### src/rtl/bist_top.sv
// rtl/bist_top.sv - MBIST wrapper: single-port RAM, pattern engine, sticky fail flag
// Optional BIST_CHECKERBOARD_EN runs all 8 patterns; otherwise only 00 and FF.
module bist_top #(
    parameter int size   = 6,
    parameter int length = 8
) (
    input  logic              clk,
    input  logic              rst,
    input  logic              start,
    input  logic              csin,
    input  logic              rwbarin,
    input  logic              opr,
    input  logic [size-1:0]   address,
    input  logic [length-1:0] datain,
    output logic [length-1:0] dataout,
    output logic              fail
);

`ifdef BIST_CHECKERBOARD_EN
    localparam int CNT_W = size + 4;
`else
    localparam int CNT_W = size + 2;
`endif
    localparam int PAT_W = CNT_W - size - 1;

    typedef enum logic [1:0] {IDLE, TEST, DONE} state_t;

    state_t            state_q;
    logic [CNT_W-1:0]  cnt_q;
    logic              fail_q;

    logic              in_test;
    logic [2:0]        pat_idx;
    logic [length-1:0] bist_pat;
    logic              ram_cs;
    logic              ram_rwbar;
    logic [size-1:0]   ram_addr;
    logic [length-1:0] ram_wdata;
    logic [length-1:0] ram_rdata;
    logic [length-1:0] mem [2**size];

    // Byte pattern replicated across the word, LSB-aligned.
    function automatic logic [length-1:0] pattern_word(input logic [2:0] idx);
        logic [7:0]        b;
        logic [length-1:0] w;
        case (idx)
            3'd0:    b = 8'h00;
            3'd1:    b = 8'hFF;
            3'd2:    b = 8'hAA;
            3'd3:    b = 8'h55;
            3'd4:    b = 8'hCC;
            3'd5:    b = 8'h33;
            3'd6:    b = 8'hF0;
            default: b = 8'h0F;
        endcase
        for (int i = 0; i < length; i++) begin
            w[i] = b[i % 8];
        end
        return w;
    endfunction

    assign in_test  = (state_q == TEST);
    assign pat_idx  = 3'(cnt_q[CNT_W-1 -: PAT_W]);
    assign bist_pat = pattern_word(pat_idx);

    assign ram_cs    = in_test ? 1'b1               : csin;
    assign ram_rwbar = in_test ? cnt_q[size]        : rwbarin;
    assign ram_addr  = in_test ? cnt_q[size-1:0]    : address;
    assign ram_wdata = in_test ? bist_pat           : datain;

    always_ff @(posedge clk) begin
        if (ram_cs && !ram_rwbar) begin
            mem[ram_addr] <= ram_wdata;
        end
    end

    assign ram_rdata = mem[ram_addr];
    assign dataout   = (ram_cs && ram_rwbar) ? ram_rdata : '0;
    assign fail      = fail_q;

    always_ff @(posedge clk) begin
        if (rst) begin
            state_q <= IDLE;
            cnt_q   <= '0;
            fail_q  <= 1'b0;
        end else begin
            case (state_q)
                IDLE: begin
                    if (opr && start) begin
                        state_q <= TEST;
                        cnt_q   <= '0;
                        fail_q  <= 1'b0;
                    end
                end
                TEST: begin
                    if (!opr) begin
                        state_q <= IDLE;
                    end else begin
                        // Compare on the read pass only; fail is sticky until next launch.
                        if (cnt_q[size] && (dataout != bist_pat)) begin
                            fail_q <= 1'b1;
                        end
                        cnt_q <= cnt_q + 1'b1;
                        if (&cnt_q) begin
                            state_q <= DONE;
                        end
                    end
                end
                DONE: begin
                    if (!opr) begin
                        state_q <= IDLE;
                    end else if (start) begin
                        state_q <= TEST;
                        cnt_q   <= '0;
                        fail_q  <= 1'b0;
                    end
                end
                default: state_q <= IDLE;
            endcase
        end
    end

endmodule

### config.mk
export PLATFORM = sky130hd
export DESIGN_NAME = bist_top
export DESIGN_NICKNAME = d
export VERILOG_FILES = /design/src/rtl/bist_top.sv
export SDC_FILE = /design/constraint.sdc
export NUM_CORES = 1
export LEC_CHECK = 0
export CAP_MARGIN = 20
export CORE_MARGIN = 3
export CORE_UTILIZATION = 30
export DETAILED_ROUTE_END_ITERATION = 10
export GPL_ROUTABILITY_DRIVEN = 0
export PLACE_DENSITY_LB_ADDON = 0.3
export SYNTH_ARGS = -nofsm -noshare
export SYNTH_HDL_FRONTEND = slang
export SYNTH_SLANG_ARGS = --single-unit
### constraint.sdc
create_clock -name clk -period 4.58 [get_ports clk]
set_clock_uncertainty 0.1 [all_clocks]
set_input_delay 0.458 -clock clk [delete_from_list [all_inputs] [get_ports clk]]
set_output_delay 0.458 -clock clk [all_outputs]
set_load 0.03 [all_outputs]
==> flow_metrics.py, run 1 <==
metrics = {
    "die": {
        "die_h_um": 269,
        "io_pins": 29,
        "fp-row-count": 95,
        "dieWidth_um": 269,
        "core_um2": 67900,
        "fp.dieArea_um2": 72300,
        "initial_core_util_pct": 30.6,
    },
    "timing": {
        "hold_viol": 0,
        "post-route-period-util_pct": 98.9,
        "slew_headroom_pct": 27.0,
        "hold-worst-slack_ns": 0.464,
        "fin_tns_setup_ns": 0,
        "fin_crit_ns": 4.53,
        "finalSetupViolations": 0,
        "drv_slew": 0,
        "grt_setup_unrepaired": "true",
        "max_freq_ghz": 0.221,
        "tightest_slew_ns": 1.09,
    },
    "pwr": {
        "p_total_uw": 10300,
        "p_per_area_nw_per_um2": 412,
        "vdd_drop_max_mv": 0.249,
        "power.leakage_uw": 0.00812,
    },
    "critical_path": {
        "timing.rr.start": "state_q[1]",
        "cp-start-kind": "register",
        "worstReg2RegEnd": "fail",
        "critical_path_arrival_ns": 3.97,
        "path_cells": "nand2b_4 > buf_4 > buf_12 > a31oi_4 > buf_12 > or2_1 > buf_4 > o22ai_1 > nor3_1 > o22ai_1 > or4b_4 > inv_1 > buf_4",
        "crit_required_ns": 4.02,
        "crit_path_max_incr_delay_ns": 0.64,
        "critPathSlowestCell": "or4b_4",
        "crit_path_start": "state_q[1]",
        "cp-end-kind": "output port",
        "cp_top_family": "simple AND/OR/NAND/NOR gates",
        "crit_cells": 13,
        "rrSetupSlack_ns": 0.68,
        "r2r_cells": 13,
        "path_max_fanout": 17,
        "endpoint": "dataout[4]",
        "cpMostUsedCell": "buf_4",
        "path_buf_inv": 6,
        "critPathKind": "register to output port",
    },
    "synth": {
        "synth_edf_count": 512,
        "synthCells": 1415,
        "synthDistinctLibCells": 73,
        "ys_seq_elements": 523,
        "syn_area_per_cell_um2": 14.7,
        "yosys.area.top_type": "edfxtp_1",
        "netlist.area_leader.share_pct": 74.1,
        "netlist_top_cells_area": "edfxtp_1, nand2_1, o22ai_1, nor2_1, mux2i_1",
        "yosysWarnings": 0,
        "syn-cell-area_um2": 20700,
        "synthArstFlopShare_pct": 0,
        "synth_seq_area_share_pct": 75.2,
        "syn_nets": 1436,
        "synthFlopType": "edfxtp_1",
    },
    "worst_hold_path": {
        "worstHoldPathType": "register to register",
        "min_from": "cnt_q[4]",
    },
    "drt": {
        "firstDrtPassIters": 6,
        "antenna_left": 0,
        "totalWireLength_um": 73200,
        "wl_per_cell_um": 28.6,
        "drtIter0Drc": 2046,
        "via_count": 14300,
        "vias_per_cell": 5.58,
        "drcViolationCount": 0,
    },
    "global_routing": {
        "grt-busiest-layer": "met2",
        "grt.met3_usage_pct": 3.67,
        "grt_pass1_vias": 14000,
        "met1_usage_pct": 27.1,
        "grt.total_usage_pct": 20.1,
        "overflow": 0,
        "grt_max_degree": 49,
        "grt_pass1_wl_um": 104000,
        "grt_antenna_before_repair": 1,
        "met2_usage_pct": 32.0,
    },
    "clock_network": {
        "cts_num_sinks": 523,
        "path_clk_slew_ns": 0.06,
        "clock-root-buffer": "clkbuf_16",
        "cts_tree": "done",
        "clockBufferDepth": 3,
        "htree_levels": 2,
        "cts_buffers": 52,
        "clk_latency_ns": 0.60,
        "cts_hold_buf": 0,
    },
    "job": {
        "drv_cap": 0,
    },
    "finish": {
        "finish.utilization_pct": 37.0,
        "final_common_cell": "edfxtp_1",
        "stdcell_area_um2": 25100,
        "nets": 1618,
        "area_delta_synth_final_pct": 20.9,
        "drive_above_1_share_pct": 19.0,
        "final_cell_mix": "edfxtp_1, buf_4, nand2_1",
        "diodes": 0,
    },
    "placement": {
        "port_buffers": 28,
        "dp_hpwl_um": 48700,
        "place_area_um2": 23300,
    },
    "run_status": {
        "status": "finished, final reports clean",
    },
}
[worst register-to-register path, stage by stage, from the launching register on]
cell      delay, ns
dfxtp_2        0.39
nand2b_4       0.17
buf_4          0.13
buf_12         0.13
mux2_2         0.52
buf_12         0.23
mux2i_1        0.22
a221oi_2       0.39
a31oi_1        0.22
nor4_2         0.37
nand3_1        0.27
or3_1          0.42
nor3_1         0.14
a211oi_1       0.10
[logic make-up (layout without fill, tap and decap cells)]
kind of cell               Yosys count  count (layout)  synth area share [%]
DFF                                523             523                  75.2
and+or+nand+nor                    407             407                  8.96
AOI/OAI and AO/OA                  355             355                  12.0
buffers and inverters               90             310                  1.83
muxes                               39              39                  1.98
adders and majority gates            1               1                0.0603
[synthesized netlist by cell type, types with 7 or more instances]
master,n
a211oi_1,7
clkbuf_1,48
a21oi_1,41
o22a_1,23
a32oi_1,14
o221ai_1,9
dfxtp_1,11
nor2_1,125
inv_1,13
edfxtp_1,512
a222oi_1,8
nand3b_1,8
nand3_1,27
a31oi_1,41
nor4_1,14
o22ai_1,93
nand2_1,158
buf_1,8
nor3_1,22
nor2b_1,7
mux2i_1,27
buf_2,18
o21ai_0,46
o32ai_1,16
a22oi_1,17
[sequential cells by signal, indices dropped and copies added, names as in the netlist]
signal and flops:
mem 512, cnt_q 8, state_q 2, fail 1
[layer usage]
layer,up-vias,routed length [µm]
met3,159,6420
met5,-,13
met2,795,33800
met4,2,3410
li1,5983,-
met1,7318,29500
[how the worst min path moves through the flow]
| stage | endpoint | depth (start not counted) | slack (ns) |
|---|---|---|---|
| floorplan | cnt_q[7] | 2 | 0.39 |
| global placement | cnt_q[4] | 2 | 0.45 |
| detailed placement | cnt_q[4] | 2 | 0.46 |
| CTS | cnt_q[4] | 2 | 0.47 |
| global route | cnt_q[3] | 2 | 0.50 |
| finish | cnt_q[4] | 2 | 0.46 |
[metrics by stage]
| stage | cells | setup WS, ns |
|---|---|---|
| 2_1_floorplan | 1415 | 1.20 |
| 3_3_place_gp | 2456 | -0.0493 |
| 3_5_place_dp | 2456 | -0.117 |
| 4_1_cts | 2554 | 0.0403 |
| 5_1_grt | 2556 | -0.0252 |
| 6_report | 2556 | 0.0506 |
[power breakdown]
| group | total, µW | internal (µW) | switching (µW) |
|---|---|---|---|
| Clock | 4120 | 2330 | 1790 |
| Combinational | 909 | 279 | 630 |
| Sequential | 5310 | 5300 | 7.52 |
| Total | 10300 | 7910 | 2420 |
[layout make-up]
class	count	area [µm²]
clock buffers	64	1370
clock inverters	28	239
fillers	6400	42800
inverters	13	48.8
multi-input cells	802	4960
flip-flops and latches	523	15600
well taps	921	1150
repair buffers	205	1720
[repair_timing]
action | CTS | global route
pin swaps | 0 | 2
setup endpoints to repair | 8 | 6
setup buffers | 5 | 2
cloned | 1 | 0
resized for setup | 10 | 14
No activity file was read; power rests on OpenSTA's default activity.
==> inputs of run 2 (changes only) <==
TNS_END_PERCENT = 20   (was not set)
==> run 2 against run 1 <==
The flow now finishes with violations (negative setup slack). Core utilization decreased by 0.074 points. Clock power about the same. Non-clock buffer count decreased by 2. Count of clock-buffer cells in the layout did not move. Fmax decreased by 1.4%. Sequential cell count is the same. Cell count about the same. Total power barely moved. Routed wire length about the same. Design area down 0.20%. Critical path type unchanged. Critical endpoint unchanged.
==> flow_metrics.py, run 2 (same netlist as run 1, synthesis figures left out) <==
metrics = {
    "pwr": {
        "p_total_uw": 10300,
        "vdd_drop_max_mv": 0.250,
        "power.leakage_uw": 0.00811,
        "p_per_area_nw_per_um2": 413,
    },
    "placement": {
        "port_buffers": 28,
        "dp_worst_setup_slack_ns": -0.117,
        "dp_hpwl_um": 48700,
    },
    "timing": {
        "tightest_slew_ns": 1.09,
        "finalSetupViolations": 1,
        "post-route-period-util_pct": 100,
        "hold_viol": 0,
        "fin_tns_setup_ns": -0.0127,
        "hold-worst-slack_ns": 0.464,
        "fin_ws_ns": -0.0127,
        "grt_setup_unrepaired": "true",
        "max_freq_ghz": 0.218,
        "slew_headroom_pct": 26.9,
        "fin_crit_ns": 4.59,
        "drv_slew": 0,
    },
    "clock_network": {
        "cts_buffers": 52,
        "path_clk_slew_ns": 0.06,
        "cts_num_sinks": 523,
        "clk_latency_ns": 0.59,
        "htree_levels": 2,
        "clock-root-buffer": "clkbuf_16",
        "cts_tree": "done",
        "clockBufferDepth": 3,
        "cts_hold_buf": 0,
    },
    "drt": {
        "vias_per_cell": 5.56,
        "via_count": 14200,
        "drcViolationCount": 0,
        "wl_per_cell_um": 28.6,
        "antenna_left": 0,
        "firstDrtPassIters": 6,
        "totalWireLength_um": 73100,
        "drtIter0Drc": 2125,
    },
    "global_routing": {
        "overflow": 0,
        "grt_pass1_vias": 14000,
        "grt_antenna_before_repair": 1,
        "grt_pass1_wl_um": 104000,
        "grt.total_usage_pct": 20.1,
        "grt_max_degree": 49,
    },
    "critical_path": {
        "cp-end-kind": "output port",
        "critPathKind": "register to output port",
        "cp-start-kind": "register",
        "crit_required_ns": 4.02,
        "rrSetupSlack_ns": 0.68,
        "critical_path_arrival_ns": 4.03,
        "path_max_fanout": 15,
    },
    "die": {
        "die_h_um": 269,
        "core_um2": 67900,
        "io_pins": 29,
        "fp.dieArea_um2": 72300,
        "fp-row-count": 95,
        "dieWidth_um": 269,
        "initial_core_util_pct": 30.6,
    },
    "finish": {
        "finish.utilization_pct": 36.9,
        "diodes": 0,
        "nets": 1616,
        "drive_above_1_share_pct": 18.7,
        "regMostFlops": "mem",
        "reg_top3": "mem: 512 flops, cnt_q: 8 flops, state_q: 2 flops",
        "final_common_cell": "edfxtp_1",
        "largest_reg_flops": 512,
        "area_delta_synth_final_pct": 20.7,
        "final_cell_mix": "edfxtp_1, buf_4, nand2_1",
    },
    "worst_hold_path": {
        "worstHoldPathType": "register to register",
    },
    "run_status": {
        "status": "complete, but fails checks",
        "violations": "negative setup slack",
    },
    "job": {
        "drv_cap": 0,
    },
}
-- run 2: cell count changes in the layout (fill, tap and decap cells not counted), sizes merged --
cell	delta
buf	-2
-- run 2: final timing paths --
kind              depth (start not counted)          to  startpoint
setup reg to reg                         13        fail  state_q[1]
setup / recovery                         12  dataout[4]  state_q[1]
hold reg to reg                           2    cnt_q[4]    cnt_q[4]
hold / removal                            2    cnt_q[4]    cnt_q[4]
-- run 2: area by class of cell --
type                       instances  area (µm²)
tap                              921        1150
timing repair buffer             203        1700
sequential                       523       15600
multi-input combinational        802        4930
inverter                          13        48.8
clock inverter                    28         239
clock buffer                      64        1370
fill                            6404       42800
-- run 2: critical path, cell delays in order (launching register included) --
cell,delay [ns]
dfxtp_2,0.39
nand2b_4,0.17
buf_4,0.22
mux2i_4,0.34
buf_12,0.22
or2_1,0.19
buf_4,0.25
o22ai_1,0.13
nor3_1,0.40
o22ai_1,0.25
or4b_4,0.64
inv_1,0.08
buf_4,0.15
-- run 2: through the flow --
step	cells	instance area, µm²
2_1_floorplan	1415	20700
3_3_place_gp	2456	23300
3_5_place_dp	2456	23300
4_1_cts	2554	25000
5_1_grt	2554	25000
6_report	2554	25000
-- run 2: report_power, final --
| group | internal (µW) | switching, µW | total, µW | leakage (µW) |
|---|---|---|---|---|
| clock | 2330 | 1790 | 4120 | 0.000784 |
| sequential | 5300 | 7.53 | 5310 | 0.00471 |
| combinational | 274 | 627 | 901 | 0.00261 |
-- run 2: repair_timing --
action | 4_1_cts | 5_1_grt
pin swaps | 0 | 1
setup endpoints to repair | 8 | 6
buffers inserted | 5 | 0
gates cloned | 1 | 0
resized for setup | 10 | 8
-- run 2: layer usage --
layer,share of wire [%],vias to the layer above,GRT usage [%]
li1,-,5983,-
met1,40,7278,27.1
met2,46,791,32.0
met3,8.9,154,3.67
met4,4.6,2,8.88
met5,0.018,-,0
